[config.mk]
export PLATFORM = sky130hd
export DESIGN_NAME = uart_tx_core
export DESIGN_NICKNAME = d
export VERILOG_FILES = /design/src/rtl/uart_tx_core.sv
export SDC_FILE = /design/constraint.sdc
export NUM_CORES = 1
export LEC_CHECK = 0
export CAP_MARGIN = 10
export CORE_UTILIZATION = 40
export CTS_CLUSTER_SIZE = 24
export DETAILED_ROUTE_END_ITERATION = 10
export GPL_TIMING_DRIVEN = 0
export HOLD_SLACK_MARGIN = 0.02
export PLACE_DENSITY = 0.64
export SYNTH_ARGS = -nofsm -noshare
export SYNTH_HDL_FRONTEND = slang
export SYNTH_SLANG_ARGS = --single-unit
[constraint.sdc]
create_clock -name clk -period 3.42 [get_ports clk]
set_input_delay 0.684 -clock clk [delete_from_list [all_inputs] [get_ports clk]]
set_output_delay 0.684 -clock clk [all_outputs]
set_load 0.05 [all_outputs]
[src/rtl/uart_tx_core.sv]
// uart_tx_core
// Parametrised UART transmitter running entirely in the clk domain. A baud
// counter produces one bit period every CLK_DIV clocks. Words arrive on a
// valid/ready handshake and are sent as: start bit, DATA_BITS data bits
// (LSB first), an optional parity bit, then STOP_BITS stop bits.
//
// Parameters:
//   CLK_DIV   - clk cycles per serial bit (2..65535)
//   DATA_BITS - payload width (5..9)
//   PARITY    - 0 none, 1 odd, 2 even
//   STOP_BITS - 1 or 2
//
// Ports:
//   clk      in   rising-edge clock
//   rstn     in   asynchronous active-low reset
//   tx_data  in   word to send, latched on accept
//   tx_valid in   tx_data is valid
//   tx_ready out  high while idle; accept = tx_valid && tx_ready at an edge
//   tx_done  out  one-cycle pulse on the edge the frame completes
//   tx       out  registered serial line, idles high

module uart_tx_core #(
    parameter int unsigned CLK_DIV   = 16,
    parameter int unsigned DATA_BITS = 8,
    parameter int unsigned PARITY    = 0,
    parameter int unsigned STOP_BITS = 1
) (
    input  logic                 clk,
    input  logic                 rstn,
    input  logic [DATA_BITS-1:0] tx_data,
    input  logic                 tx_valid,
    output logic                 tx_ready,
    output logic                 tx_done,
    output logic                 tx
);

    // ------------------------------------------------------------------
    // Elaboration-time parameter checks
    // ------------------------------------------------------------------
    generate
        if (CLK_DIV < 2 || CLK_DIV > 65535) begin : g_bad_clk_div
            $error("uart_tx_core: CLK_DIV must be in 2..65535");
        end
        if (DATA_BITS < 5 || DATA_BITS > 9) begin : g_bad_data_bits
            $error("uart_tx_core: DATA_BITS must be in 5..9");
        end
        if (PARITY > 2) begin : g_bad_parity
            $error("uart_tx_core: PARITY must be 0, 1 or 2");
        end
        if (STOP_BITS < 1 || STOP_BITS > 2) begin : g_bad_stop_bits
            $error("uart_tx_core: STOP_BITS must be 1 or 2");
        end
    endgenerate

    // ------------------------------------------------------------------
    // Local constants
    // ------------------------------------------------------------------
    localparam int unsigned CW = $clog2(CLK_DIV);
    localparam int unsigned BW = $clog2(DATA_BITS);

    localparam logic [CW-1:0] BAUD_LAST = CW'(CLK_DIV - 1);
    localparam logic [BW-1:0] DATA_LAST = BW'(DATA_BITS - 1);
    localparam logic [BW-1:0] STOP_LAST = BW'(STOP_BITS - 1);

    typedef enum logic [2:0] {
        ST_IDLE   = 3'd0,
        ST_START  = 3'd1,
        ST_DATA   = 3'd2,
        ST_PARITY = 3'd3,
        ST_STOP   = 3'd4
    } state_t;

    // ------------------------------------------------------------------
    // Registers and their next values
    // ------------------------------------------------------------------
    state_t                 state,    state_nxt;
    logic [DATA_BITS-1:0]   shreg,    shreg_nxt;
    logic [BW-1:0]          bit_cnt,  bit_nxt;
    logic [CW-1:0]          baud_cnt, baud_nxt;
    logic                   par_bit,  par_nxt;
    logic                   tx_q,     tx_nxt;
    logic                   done_q,   done_nxt;
    logic                   baud_end;

    assign baud_end = (baud_cnt == BAUD_LAST);

    // Parity is computed from the word at accept time so the shift register
    // can be consumed destructively during the data phase.
    function automatic logic parity_of(input logic [DATA_BITS-1:0] d);
        logic p;
        p = ^d;
        return (PARITY == 1) ? ~p : p;
    endfunction

    // ------------------------------------------------------------------
    // State and datapath registers
    // ------------------------------------------------------------------
    always_ff @(posedge clk or negedge rstn) begin
        if (!rstn) begin
            state    <= ST_IDLE;
            shreg    <= '0;
            bit_cnt  <= '0;
            baud_cnt <= '0;
            par_bit  <= 1'b0;
            tx_q     <= 1'b1;
            done_q   <= 1'b0;
        end else begin
            state    <= state_nxt;
            shreg    <= shreg_nxt;
            bit_cnt  <= bit_nxt;
            baud_cnt <= baud_nxt;
            par_bit  <= par_nxt;
            tx_q     <= tx_nxt;
            done_q   <= done_nxt;
        end
    end

    // ------------------------------------------------------------------
    // Next-state and next-output logic. tx_nxt is the level for the bit
    // that begins on the coming edge, so tx changes together with state.
    // ------------------------------------------------------------------
    always_comb begin
        state_nxt = state;
        shreg_nxt = shreg;
        bit_nxt   = bit_cnt;
        baud_nxt  = baud_cnt;
        par_nxt   = par_bit;
        tx_nxt    = tx_q;
        done_nxt  = 1'b0;

        if (state != ST_IDLE) begin
            baud_nxt = baud_end ? '0 : baud_cnt + 1'b1;
        end

        unique case (state)
            ST_IDLE: begin
                tx_nxt = 1'b1;
                if (tx_valid) begin
                    state_nxt = ST_START;
                    shreg_nxt = tx_data;
                    par_nxt   = parity_of(tx_data);
                    bit_nxt   = '0;
                    baud_nxt  = '0;
                    tx_nxt    = 1'b0;
                end
            end

            ST_START: begin
                if (baud_end) begin
                    state_nxt = ST_DATA;
                    bit_nxt   = '0;
                    tx_nxt    = shreg[0];
                    shreg_nxt = shreg >> 1;
                end
            end

            ST_DATA: begin
                if (baud_end) begin
                    if (bit_cnt == DATA_LAST) begin
                        bit_nxt = '0;
                        if (PARITY != 0) begin
                            state_nxt = ST_PARITY;
                            tx_nxt    = par_bit;
                        end else begin
                            state_nxt = ST_STOP;
                            tx_nxt    = 1'b1;
                        end
                    end else begin
                        bit_nxt   = bit_cnt + 1'b1;
                        tx_nxt    = shreg[0];
                        shreg_nxt = shreg >> 1;
                    end
                end
            end

            ST_PARITY: begin
                if (baud_end) begin
                    state_nxt = ST_STOP;
                    bit_nxt   = '0;
                    tx_nxt    = 1'b1;
                end
            end

            ST_STOP: begin
                tx_nxt = 1'b1;
                if (baud_end) begin
                    if (bit_cnt == STOP_LAST) begin
                        state_nxt = ST_IDLE;
                        bit_nxt   = '0;
                        done_nxt  = 1'b1;
                    end else begin
                        bit_nxt = bit_cnt + 1'b1;
                    end
                end
            end

            default: begin
                state_nxt = ST_IDLE;
                bit_nxt   = '0;
                baud_nxt  = '0;
                tx_nxt    = 1'b1;
            end
        endcase
    end

    // ------------------------------------------------------------------
    // Outputs
    // ------------------------------------------------------------------
    assign tx_ready = (state == ST_IDLE);
    assign tx_done  = done_q;
    assign tx       = tx_q;

endmodule
==> results_dict.tcl, run 1 <==
set metrics [dict create \
    status "completed" \
    met3_length_um 62 \
    end_kind "output port" \
    rows 18 \
    path_delay_family "buffers and inverters" \
    synth_cell_types 40 \
    p_leak_uw 0.000552 \
    h-tree-depth 1 \
    clk-insertion-delay-late_ns 0.31 \
    cp_slowest_cell "clkdlybuf4s50_1" \
    syn_to_final_growth_pct 17.6 \
    wl_met2_mm 1.10 \
    wl_met1_mm 1.02 \
    grt_pass1_vias 844 \
    ctsResizeCount 0 \
    syn_avg_cell_area_um2 10.6 \
    worstSetupStartpointType "flop" \
    firstDrtPassIters 4 \
    start_util_pct 43.2 \
    die_x_um 54.4 \
    synthesis.nets 119 \
    finalCritPeriodShare_pct 82.1 \
    finalWorstSetupSlack_ns 0.612 \
    fin_skew_ns 0.0202 \
    power_frac_seq_pct 36.5 \
    die-height_um 54.4 \
    crit_buf_inv 3 \
    slew_headroom_pct 41.1 \
    cts_sinks 20 \
    drt_iter0_drc 15 \
    critPathMaxFanout 10 \
    drtAntennaViolNets 0 \
    dpl.hpwl_mm 1.61 \
    switching_share_pct 41.3 \
    cts_root_buffer "clkbuf_4" \
    io_buffers 13 \
    drive_above_1_share_pct 10.7 \
    netSwitchingPower_uw 468 \
    peakVddDrop_mv 0.572 \
    p_int_uw 664 \
    min_period_ns 2.81 \
    yosysTopAreaCell "dfrtp_1" \
    mostFrequentLayoutCell "dfrtp_1" \
    io_pins 14 \
    diodes 0 \
    gr-usage-all-layers_pct 18.6 \
    cpPeakStageDelay_ns 0.83 \
    routed_via_density 5.71 \
    die-area_um2 2960 \
    worstPathRequired_ns 2.74 \
    fin_setup_tns_ns 0 \
    cts_buffer_depth 2 \
    crit_type "reg -> out" \
    drt-total-wl_mm 2.21 \
    highest_layer "met4" \
    finalPower_uw 1130 \
    synthCells 104 \
    max-cap-violations 0 \
    core_area_um2 2540 \
    pwr-share-clk_pct 10.3 \
    finalSetupViolCount 0 \
    ys_top_cells_by_area "dfrtp_1 (43%), a2bb2oi_1 (5.6%), ha_1 (4.6%), o22ai_1 (4.0%), dfstp_2 (2.4%)" \
    place_congestion 0.767 \
    dr_total_vias 862 \
    cts-buffers-inserted 3 \
    hold_path_class "reg -> reg" \
    place_ws_ns 0.968 \
    crit_chain "buf_2 -> clkbuf_1 -> nor3_1 -> clkdlybuf4s50_1" \
    grt_pass1_wl_mm 3.80 \
    nNetsFinal 137 \
    grt_antenna_before_repair 0 \
    hold_viol 0 \
    avgRoutedWirePerCell_um 14.6 \
    yosys_warnings 0 \
    rsz0062_at_grt "false" \
    holdWs_ns 0.537 \
    grt-ovfl-total 0 \
    post_cts_buffers 0 \
    pwr-share-comb_pct 53.3 \
    final_cell_mix "dfrtp_1 (19), clkdlybuf4s50_1 (13), o22ai_1 (7), a2bb2oi_1 (7)" \
    tightest_slew_ns 0.881 \
    clk_pin_slew_ns 0.12 \
    grt_max_degree 21 \
    route.detailed.drc 0 \
    syn-cell-area_um2 1100 \
    fmax_mhz 356 \
    yosysTopAreaCellShare_pct 43.2 \
    hold_buffers 0 \
    cp.arrival_ns 2.12 \
    synth_seq_cells 20 \
    seq_area_frac_synth_pct 45.6 \
    cts_tree "yes" \
    p_per_area_nw_per_um2 875 \
    drv_slew 0 \
]
[registers in the layout (all words and copies together), names as in the netlist]
signal,cells
tx_done,1
bit_cnt,3
shreg,8
tx,1
baud_cnt,4
state,3
[cell usage after synthesis]
| library cell | number |
|---|---|
| nor3_1 | 3 |
| o21ai_0 | 5 |
| a22o_1 | 1 |
| a21oi_1 | 3 |
| nor3_2 | 1 |
| o211a_1 | 1 |
| nand3b_1 | 2 |
| o21ai_1 | 2 |
| nor4_1 | 2 |
| mux2_2 | 1 |
| mux2i_1 | 1 |
| o22ai_1 | 7 |
| mux2_1 | 2 |
| nand2_1 | 3 |
| xnor2_1 | 2 |
| o21a_1 | 2 |
| a22oi_1 | 2 |
| nor3_4 | 1 |
| nor2_2 | 1 |
| a21boi_4 | 1 |
| a211oi_1 | 1 |
| a32o_1 | 1 |
| buf_4 | 1 |
| nand3_1 | 3 |
| dfstp_2 | 1 |
| o2bb2ai_1 | 1 |
| a22oi_2 | 1 |
| nor3b_1 | 1 |
| nand2b_1 | 1 |
| and2_1 | 1 |
| ha_1 | 4 |
| buf_2 | 2 |
| nor2b_1 | 4 |
| clkbuf_1 | 2 |
| xor2_1 | 2 |
| a2bb2oi_1 | 7 |
| dfrtp_1 | 19 |
| nor2_1 | 3 |
| and3_1 | 1 |
| inv_1 | 5 |
[kinds of logic after synthesis]
kind of cell,Yosys count,share of synthesized area (%)
flip-flops,20,45.6
AND/OR/NAND/NOR,27,14.9
buffers and inverters,10,3.98
multiplexers,4,3.98
XOR/XNOR,4,3.19
AO/OA/AOI/OAI,35,23.8
adder cells (fa/ha/maj),4,4.55
[power by group through the flow]
stage	Sequential, µW	Clock, µW	Combinational (µW)
2_1_floorplan	418	0	460
5_1_grt	426	135	666
6_report	413	116	603
4_1_cts	412	124	609
3_5_place_dp	416	0	603
3_3_place_gp	411	0	586
[routing by layer]
layer | up-vias | track usage (%)
met5 | - | 0
met4 | 0 | 5.13
met3 | 4 | 5.00
met2 | 14 | 32.9
met1 | 420 | 21.8
li1 | 424 | -
[path summary, 6_finish.rpt]
path	startpoint	end	slack (ns)	depth (start not counted)
worst max-delay path	state[2]	tx_ready	0.61	4
worst min-delay path	bit_cnt[2]	bit_cnt[2]	0.54	1
worst max register to register	bit_cnt[0]	shreg[2]	1.41	6
worst min register to register	bit_cnt[2]	bit_cnt[2]	0.54	1
max in group asynchronous	rstn	bit_cnt[0]	2.00	1
min in group asynchronous	rstn	baud_cnt[2]	0.86	1
[cell type report]
type                    instances  area (µm²)
fillers                       240        1250
multi-input cells              74         554
flip-flops and latches         20         502
repair buffers                 13         130
well taps                      30        37.5
clock buffers                   4        26.3
plain buffers                   5        25.0
inverters                       5        18.8
[stage by stage]
stage               util [%]  cell area, µm²  cells
finish                  50.8            1290    151
floorplan                  -            1100    104
global placement        49.8            1270    147
global route            50.8            1290    151
detailed placement      49.8            1270    147
CTS                     50.8            1290    151
No activity file was read; power rests on OpenSTA's default activity.
==> inputs of run 2 (changes only) <==
clock period = 2.8 ns   (was 3.42 ns; I/O delays follow)
==> results_dict.tcl, run 2 (synthesis results as in run 1) <==
set metrics [dict create \
    io_buffers 13 \
    cp_slowest_cell "dlymetal6s2s_1" \
    peakVddDrop_mv 0.699 \
    die-height_um 54.4 \
    critPathMaxFanout 10 \
    min_period_ns 2.29 \
    hold_buffers 0 \
    cts_sinks 20 \
    avgRoutedWirePerCell_um 14.6 \
    grt-ovfl-total 0 \
    hold_viol 0 \
    crit_type "reg -> out" \
    fmax_mhz 437 \
    hold_path_class "reg -> reg" \
    holdWs_ns 0.537 \
    die-area_um2 2960 \
    cts_root_buffer "clkbuf_4" \
    grt_antenna_before_repair 0 \
    crit_chain "buf_2 -> clkbuf_1 -> nor3_1 -> dlymetal6s2s_1" \
    drt_iter0_drc 15 \
    rows 18 \
    tightest_slew_ns 0.881 \
    instances_no_fill 151 \
    dpl.hpwl_mm 1.61 \
    nNetsFinal 137 \
    end_kind "output port" \
    place_ws_ns 0.472 \
    status "completed" \
    finalSetupViolCount 0 \
    crit_buf_inv 3 \
    gr-usage-all-layers_pct 18.6 \
    drv_slew 0 \
    slew_headroom_pct 41.1 \
    die_x_um 54.4 \
    cts_tree "yes" \
    cts-buffers-inserted 3 \
    start_util_pct 43.2 \
    path_delay_family "buffers and inverters" \
    top_regs "shreg x8, baud_cnt x4" \
    cpPeakStageDelay_ns 0.44 \
    drive_above_1_share_pct 10.7 \
    grt_pass1_wl_mm 3.80 \
    max-cap-violations 0 \
    firstDrtPassIters 4 \
    drtAntennaViolNets 0 \
    largest_reg_flops 8 \
    route.detailed.drc 0 \
    grt_pass1_vias 844 \
    final_cell_mix "dfrtp_1 (19), clkdlybuf4s50_1 (12), o22ai_1 (7), a2bb2oi_1 (7)" \
    core_area_um2 2540 \
    h-tree-depth 1 \
    io_pins 14 \
    worstSetupStartpointType "flop" \
    finalCritPeriodShare_pct 81.7 \
    routed_via_density 5.71 \
    grt_max_degree 21 \
    clk-insertion-delay-late_ns 0.31 \
    p_leak_uw 0.000568 \
    cts_buffer_depth 2 \
    rsz0062_at_grt "false" \
    syn_to_final_growth_pct 17.9 \
    regMostFlops "shreg" \
    p_per_area_nw_per_um2 1070 \
    fin_skew_ns 0.0202 \
    place_inst 147 \
    diodes 0 \
    worstPathRequired_ns 2.24 \
    cp.arrival_ns 1.73 \
    drt-total-wl_mm 2.21 \
    finalPower_uw 1380 \
    place_congestion 0.767 \
    dr_total_vias 862 \
    fin_setup_tns_ns 0 \
    mostFrequentLayoutCell "dfrtp_1" \
    finalWorstSetupSlack_ns 0.512 \
    post_cts_buffers 0 \
    clk_pin_slew_ns 0.12 \
]
run 2: worst paths after layout:
path / to / slack [ns] / cells after the start / start
worst max-delay path: tx_ready / 0.51 / 4 / state[2]
worst min-delay path: bit_cnt[2] / 0.54 / 1 / bit_cnt[2]
worst max register to register: shreg[2] / 0.79 / 6 / bit_cnt[0]
worst min register to register: bit_cnt[2] / 0.54 / 1 / bit_cnt[2]
max in group asynchronous: bit_cnt[0] / 1.50 / 1 / rstn
min in group asynchronous: baud_cnt[2] / 0.74 / 1 / rstn
run 2: repair_timing:
action                                  4_1_cts  5_1_grt
hold endpoints to repair                      0        0
endpoints found under the setup margin        0        1
gates resized for setup                       0        1
run 2: metal layers:
| metal | vias up | wire length, µm | GRT usage, % |
|---|---|---|---|
| met1 | 420 | 1020 | 21.8 |
| met3 | 4 | 64 | 5.00 |
| met4 | 0 | 23 | 5.13 |
| met5 | - | 0 | 0 |
| met2 | 14 | 1110 | 32.9 |
| li1 | 424 | - | - |
run 2: final cells by class:
| class | count | area, µm² |
|---|---|---|
| Fill cell | 241 | 1250 |
| Inverter | 5 | 18.8 |
| Buffer | 5 | 25.0 |
| Sequential cell | 20 | 502 |
| Multi-Input combinational cell | 74 | 554 |
| Tap cell | 30 | 37.5 |
| Timing Repair Buffer | 13 | 133 |
| Clock buffer | 4 | 26.3 |
run 2: metrics by stage:
step	utilization, %	cell area [µm²]
after global placement	49.8	1270
after floorplan	-	1100
after detailed placement	49.8	1270
after global routing	50.9	1300
final	50.9	1300
after CTS	50.8	1290
run 2: where the power goes:
part / switching (µW) / total [µW] / internal (µW)
combinational: 392 / 736 / 343
clock: 86.4 / 142 / 55.5
sequential: 92.5 / 505 / 412
